[config.mk]
export PLATFORM = sky130hd
export DESIGN_NAME = fifo_read_streamer_flat
export DESIGN_NICKNAME = d
export VERILOG_FILES = /design/src/rtl/fifo_read_streamer_if.sv /design/src/rtl/fifo_read_streamer.sv /design/src/flat_wrapper.sv
export SDC_FILE = /design/constraint.sdc
export NUM_CORES = 1
export LEC_CHECK = 0
export BUFFER_PORTS_ARGS = -buffer_cell sky130_fd_sc_hd__buf_4
export CAP_MARGIN = 0
export CORE_UTILIZATION = 30
export DETAILED_ROUTE_END_ITERATION = 10
export GPL_TIMING_DRIVEN = 0
export MAX_ROUTING_LAYER = met4
export PLACE_DENSITY_LB_ADDON = 0.3
export SLEW_MARGIN = 20
export SYNTH_ARGS = -nofsm -noshare
export SYNTH_HDL_FRONTEND = slang
export SYNTH_SLANG_ARGS = --single-unit
[constraint.sdc]
create_clock -name rclk_i -period 2.1 [get_ports rclk_i]
set_clock_uncertainty 0.1 [all_clocks]
set_input_delay 0.21 -clock rclk_i [delete_from_list [all_inputs] [get_ports rclk_i]]
set_output_delay 0.21 -clock rclk_i [all_outputs]
set_load 0.02 [all_outputs]
[src/rtl/fifo_read_streamer_if.sv]
// Read-side bundle: the FIFO read port plus the outgoing valid/ready stream.
// The master modport is the streamer; the slave modport is the FIFO and the consumer.
interface fifo_read_streamer_if #(
    parameter int DATA_WIDTH = 8
);
    logic                  read_enable;
    logic                  rempty;
    logic [DATA_WIDTH-1:0] data_read;
    logic [DATA_WIDTH-1:0] m_data;
    logic                  m_valid;
    logic                  m_ready;

    modport master (
        output read_enable,
        input  rempty,
        input  data_read,
        output m_data,
        output m_valid,
        input  m_ready
    );

    modport slave (
        input  read_enable,
        output rempty,
        output data_read,
        input  m_data,
        input  m_valid,
        output m_ready
    );
endinterface

[src/rtl/fifo_read_streamer.sv]
// Pops the async FIFO read port and re-presents the words as a valid/ready stream
// through a 2-entry buffer, sustaining one word per cycle.
//
// state | meaning
// OCC0  | buffer empty
// OCC1  | one word held, head in buf0
// OCC2  | two words held, head in buf0, next in buf1
module fifo_read_streamer #(
    parameter int DATA_WIDTH = 8,
    parameter int CNT_WIDTH  = 16
) (
    input  logic                 rclk_i,
    input  logic                 rrst_n_i,
    input  logic                 enable_i,
    fifo_read_streamer_if.master bus,
    output logic [CNT_WIDTH-1:0] word_count_o,
    output logic                 busy_o
);
    typedef enum logic [1:0] {
        OCC0 = 2'd0,
        OCC1 = 2'd1,
        OCC2 = 2'd2
    } occ_e;

    occ_e                  state_q, state_d;
    logic                  inflight_q;
    logic [DATA_WIDTH-1:0] buf0_q, buf0_d;
    logic [DATA_WIDTH-1:0] buf1_q, buf1_d;
    logic [CNT_WIDTH-1:0]  count_q, count_d;
    logic                  push;
    logic                  pop_out;
    logic                  pop_req;
    logic                  room;
    logic [1:0]            level;

    assign push    = inflight_q;
    assign pop_out = (state_q != OCC0) & bus.m_ready;
    assign level   = state_q + {1'b0, inflight_q};

    // Room for one more pop once the committed words (held + in flight), less the
    // one leaving this cycle, stay below the buffer depth.
    assign room    = (level < 2'd2) | ((level == 2'd2) & pop_out);
    assign pop_req = rrst_n_i & enable_i & ~bus.rempty & room;

    assign bus.read_enable = pop_req;
    assign bus.m_valid     = (state_q != OCC0);
    assign bus.m_data      = buf0_q;
    assign word_count_o    = count_q;
    assign busy_o          = inflight_q | (state_q != OCC0);
    assign count_d         = count_q + CNT_WIDTH'(pop_out);

    always_comb begin
        state_d = state_q;
        buf0_d  = buf0_q;
        buf1_d  = buf1_q;
        case (state_q)
            OCC0: begin
                if (push) begin
                    buf0_d  = bus.data_read;
                    state_d = OCC1;
                end
            end
            OCC1: begin
                if (push && pop_out) begin
                    buf0_d = bus.data_read;
                end else if (push) begin
                    buf1_d  = bus.data_read;
                    state_d = OCC2;
                end else if (pop_out) begin
                    state_d = OCC0;
                end
            end
            OCC2: begin
                if (pop_out) begin
                    buf0_d = buf1_q;
                    if (push) begin
                        buf1_d = bus.data_read;
                    end else begin
                        state_d = OCC1;
                    end
                end
            end
            default: state_d = OCC0;
        endcase
    end

    always_ff @(posedge rclk_i or negedge rrst_n_i) begin
        if (!rrst_n_i) begin
            state_q    <= OCC0;
            inflight_q <= 1'b0;
            buf0_q     <= '0;
            buf1_q     <= '0;
            count_q    <= '0;
        end else begin
            state_q    <= state_d;
            inflight_q <= pop_req;
            buf0_q     <= buf0_d;
            buf1_q     <= buf1_d;
            count_q    <= count_d;
        end
    end

    a_no_overflow: assert property (@(posedge rclk_i) disable iff (!rrst_n_i)
        !(push && (state_q == OCC2) && !pop_out));

endmodule
[src/flat_wrapper.sv]
// flat-port wrapper written by rule: the top's interface ports become plain ports
module fifo_read_streamer_flat 
#(
    parameter int DATA_WIDTH = 8,
    parameter int CNT_WIDTH  = 16
)
  (rclk_i, rrst_n_i, enable_i, word_count_o, busy_o, bus_read_enable, bus_rempty, bus_data_read, bus_m_data, bus_m_valid, bus_m_ready);
  fifo_read_streamer_if #(.DATA_WIDTH(DATA_WIDTH)) bus_i ();
  input  logic rclk_i;
  input  logic rrst_n_i;
  input  logic enable_i;
  output logic [CNT_WIDTH-1:0] word_count_o;
  output logic busy_o;
  output wire logic [$bits(bus_i.read_enable)-1:0] bus_read_enable;
  input wire logic [$bits(bus_i.rempty)-1:0] bus_rempty;
  input wire logic [$bits(bus_i.data_read)-1:0] bus_data_read;
  output wire logic [$bits(bus_i.m_data)-1:0] bus_m_data;
  output wire logic [$bits(bus_i.m_valid)-1:0] bus_m_valid;
  input wire logic [$bits(bus_i.m_ready)-1:0] bus_m_ready;
  assign bus_read_enable = bus_i.read_enable;
  assign bus_i.rempty = bus_rempty;
  assign bus_i.data_read = bus_data_read;
  assign bus_m_data = bus_i.m_data;
  assign bus_m_valid = bus_i.m_valid;
  assign bus_i.m_ready = bus_m_ready;
  fifo_read_streamer #(.DATA_WIDTH(DATA_WIDTH), .CNT_WIDTH(CNT_WIDTH)) u_core (.rclk_i(rclk_i), .rrst_n_i(rrst_n_i), .enable_i(enable_i), .bus(bus_i), .word_count_o(word_count_o), .busy_o(busy_o));
endmodule
==> results by group <==
Place
  • Post-DP HPWL: 2.209 mm
  • Dpl cell area: 2054 um2
  • GPL Wtd Cong: 0.6675
  • Pre-CTS setup slack: around 0.30 ns
  • Port bufs: 38

Yosys
  • Flip-flop and latch count after synthesis: 35
  • Compound-Gate Fraction of Synth Area: 8.482%
  • Post-synth EDFFs: 0
  • Post-synthesis xor/xnor area fraction: under 10%
  • Mapped Nets: 154
  • Main combinational cell family by area after synthesis: simple AND/OR/NAND/NOR gates
  • Async S/R FF share, synth: 100.0%
  • Count leader, synth: dfrtp_1
  • Mean Syn Cell Area: 12.10 um2
  • Yosys cell types: 37
  • Post-synthesis mux area share: 10.71%
  • Synth Area in Simple Gates: 14.43%
  • Share of the synthesized area in the top cell type: 52.08%
  • Synth warn: 0
  • Top cells by area, synth: dfrtp_1 (52%), xnor2_1 (6.2%), mux2i_1 (5.4%), mux2_2 (5.4%), a21oi_1 (3.0%)
  • Leading area contributor after synthesis: dfrtp_1
  • Synth top cells by count: dfrtp_1 (35), xnor2_1 (12), nor2_1 (11)
  • Netlist Area Pre-Place: 1682 um2
  • Gate Count Post-Synth: 139
  • Primary FF master, synth: dfrtp_1
  • Post-synthesis adder-cell area fraction: 1.488%
  • Seq/Total Area, Yosys: 52.08%

Final layout
  • Layout cells sized above 1: around 40%
  • Antenna Cells: 0
  • Nets: 201
  • Final cell area excluding filler cells: between 2000 and 2500 um2
  • Area grow syn2layout: 29.61%
  • Fin util: 41.61%

Floorplanning
  • Die area: 5909 um2
  • Core box area: 5238 um2
  • I/O pins: 40
  • Starting Density: ~32%
  • Row cnt: 26
  • Die width: 76.87 um
  • Die height: 76.87 um

Worst setup path
  • Critical path fanouts, max: 2
  • Delay of the slowest critical-path stage: 0.40 ns
  • Delay-heaviest family, CP: flip-flops
  • Startpoint Class: register
  • Critical path required time: 1.79 ns
  • Crit path kind: register to output port
  • Critical Path Sink Type: output port
  • Crit path cell chain: ha_1 > nor2b_1 > a21bo_2 > o22ai_1 > nor3_2 > buf_4
  • Crit path max-delay cell type: dfrtp_1
  • CP Buf/Inv Count: 1
  • Crit path DAT: 1.71 ns

STA
  • Max_slew headroom: 69.42%
  • Setup Viol. Count Final: 0
  • Setup slack after layout: 0.08012 ns
  • Min cycle time layout: 2.020 ns
  • Fin Setup TNS: 0 ns
  • RSZ-0062 raised after global routing: no
  • Fin. max-slew vios: 0
  • Slew @ Worst Pin: between 0.4 and 0.5 ns
  • Max Freq: 495.1 MHz
  • Post-route clock period utilization: 96.18%
  • Hold violation total from the final report: 0

Detailed routing
  • WL/cell: 12.31 um
  • Drt drc: 0
  • Routed Wire Length: between 3 and 4 mm
  • Initial DRC count: 67
  • DRT Pass-1 Iters: 4
  • DR vias: 1163
  • Final ANT Viol Nets: 0
  • DR vias/cell: 4.525

Global routing
  • First-pass GRT wire length: approximately 5.6 mm
  • Largest net degree at the start of global routing: 37
  • Antenna violations before repair: 0
  • Gr ovfl total: 0
  • GRT Resource Usage Total: between 10% and 20%
  • Vias in the first global route: 1193

Clocking
  • CTS root buffer: clkbuf_8
  • Reg clk slew, reported paths: roughly 0.070 ns
  • Post-CTS setup buffer count: 0
  • Worst-Skew Late Latency: 0.28 ns
  • CTS tree: done
  • Longest Clk Path Bufs: 2
  • H-Tree Depth: 2
  • Total CTS buffers: 5
  • Clk sink count: 35

Run status
  • Status: completed

Pwr
  • Leak: 0.0009880 uW
  • Total power: 1997 uW
  • Cell Pwr Density: 916.2 nW/um2
  • Max VDD drop: ~0.49 mV

Min path
  • HP Class: primary input to register

Flow run
  • Max cap viols: 0
==> final cells by class <==
cell class	count	area [um2]
Fill cell	501	3058
Sequential cell	35	875.8
Timing Repair Buffer	40	305.3
Inverter	3	11.26
Buffer	7	65.06
Clock buffer	8	100.1
Multi-Input combinational cell	94	734.5
Tap cell	70	87.58
==> metal layers <==
| metal | global-route usage, % | part of all wire, % | up-vias | wire length, um |
|---|---|---|---|---|
| li1 | - | - | 567 | - |
| met1 | 15.74 | 48 | 550 | 1510 |
| met2 | 18.39 | 45 | 39 | 1426 |
| met3 | 3.214 | 5.7 | 7 | 179 |
| met4 | 4.615 | 1.5 | 0 | 47 |
| met5 | - | 0 | - | 0 |
==> placed cells by master, fill, tap and decap left out, types with 2 or more instances in the layout <==
master         instances
buf_4                 40
dfrtp_1               35
xnor2_1               12
nor2_1                11
a21oi_1               10
mux2i_1                9
mux2_2                 8
nand2_1                7
clkbuf_8               7
nand3_1                6
buf_6                  4
inv_1                  3
nand4_1                3
xor2_1                 2
nor2b_1                2
o22ai_1                2
ha_1                   2
dlygate4sd3_1          2
==> registers in the layout, indices dropped and copies added (netlist names) <==
signal,count
u_core.buf1_q,8
u_core.bus.m_data,8
u_core.word_count_o,16
u_core.state_q,2
u_core.inflight_q,1
==> report_power, final <==
part / internal (uW) / switching [uW]
Sequential: 821 / 101
Clock: 299 / 227
Combinational: 269 / 279
Total: 1390 / 608
==> final timing paths <==
kind | from | end | slack [ns] | cells past startpoint
setup reg to reg | u_core.state_q[0] | u_core.word_count_o[8] | 0.44 | 6
max in group asynchronous | rrst_n_i | u_core.buf1_q[5] | 1.26 | 2
setup / recovery | u_core.inflight_q | bus_read_enable | 0.08 | 6
min in group asynchronous | rrst_n_i | u_core.bus.m_data[0] | 0.31 | 2
hold reg to reg | u_core.word_count_o[15] | u_core.word_count_o[15] | 0.38 | 1
hold / removal | bus_data_read[0] | u_core.buf1_q[0] | 0.07 | 2
==> through the flow <==
step	hold slack [ns]	instances
6_report	0.07017	257
5_1_grt	0.06531	257
2_1_floorplan	-0.1856	139
3_3_place_gp	0.1009	247
4_1_cts	0.05917	257
3_5_place_dp	0.1033	247
==> logic make-up after synthesis <==
family          after synthesis
xor+xnor                     15
buf+inv                      10
flops                        35
fa+ha+maj                     2
simple gates                 43
compound gates               17
mux                          17
==> what timing repair did <==
item	CTS	global route
endpoints found under the hold margin	36	0
resized for setup	1	0
hold buffers	2	0
endpoints found under the setup margin	1	0
Note: power is estimated with default switching activity, not from simulation.
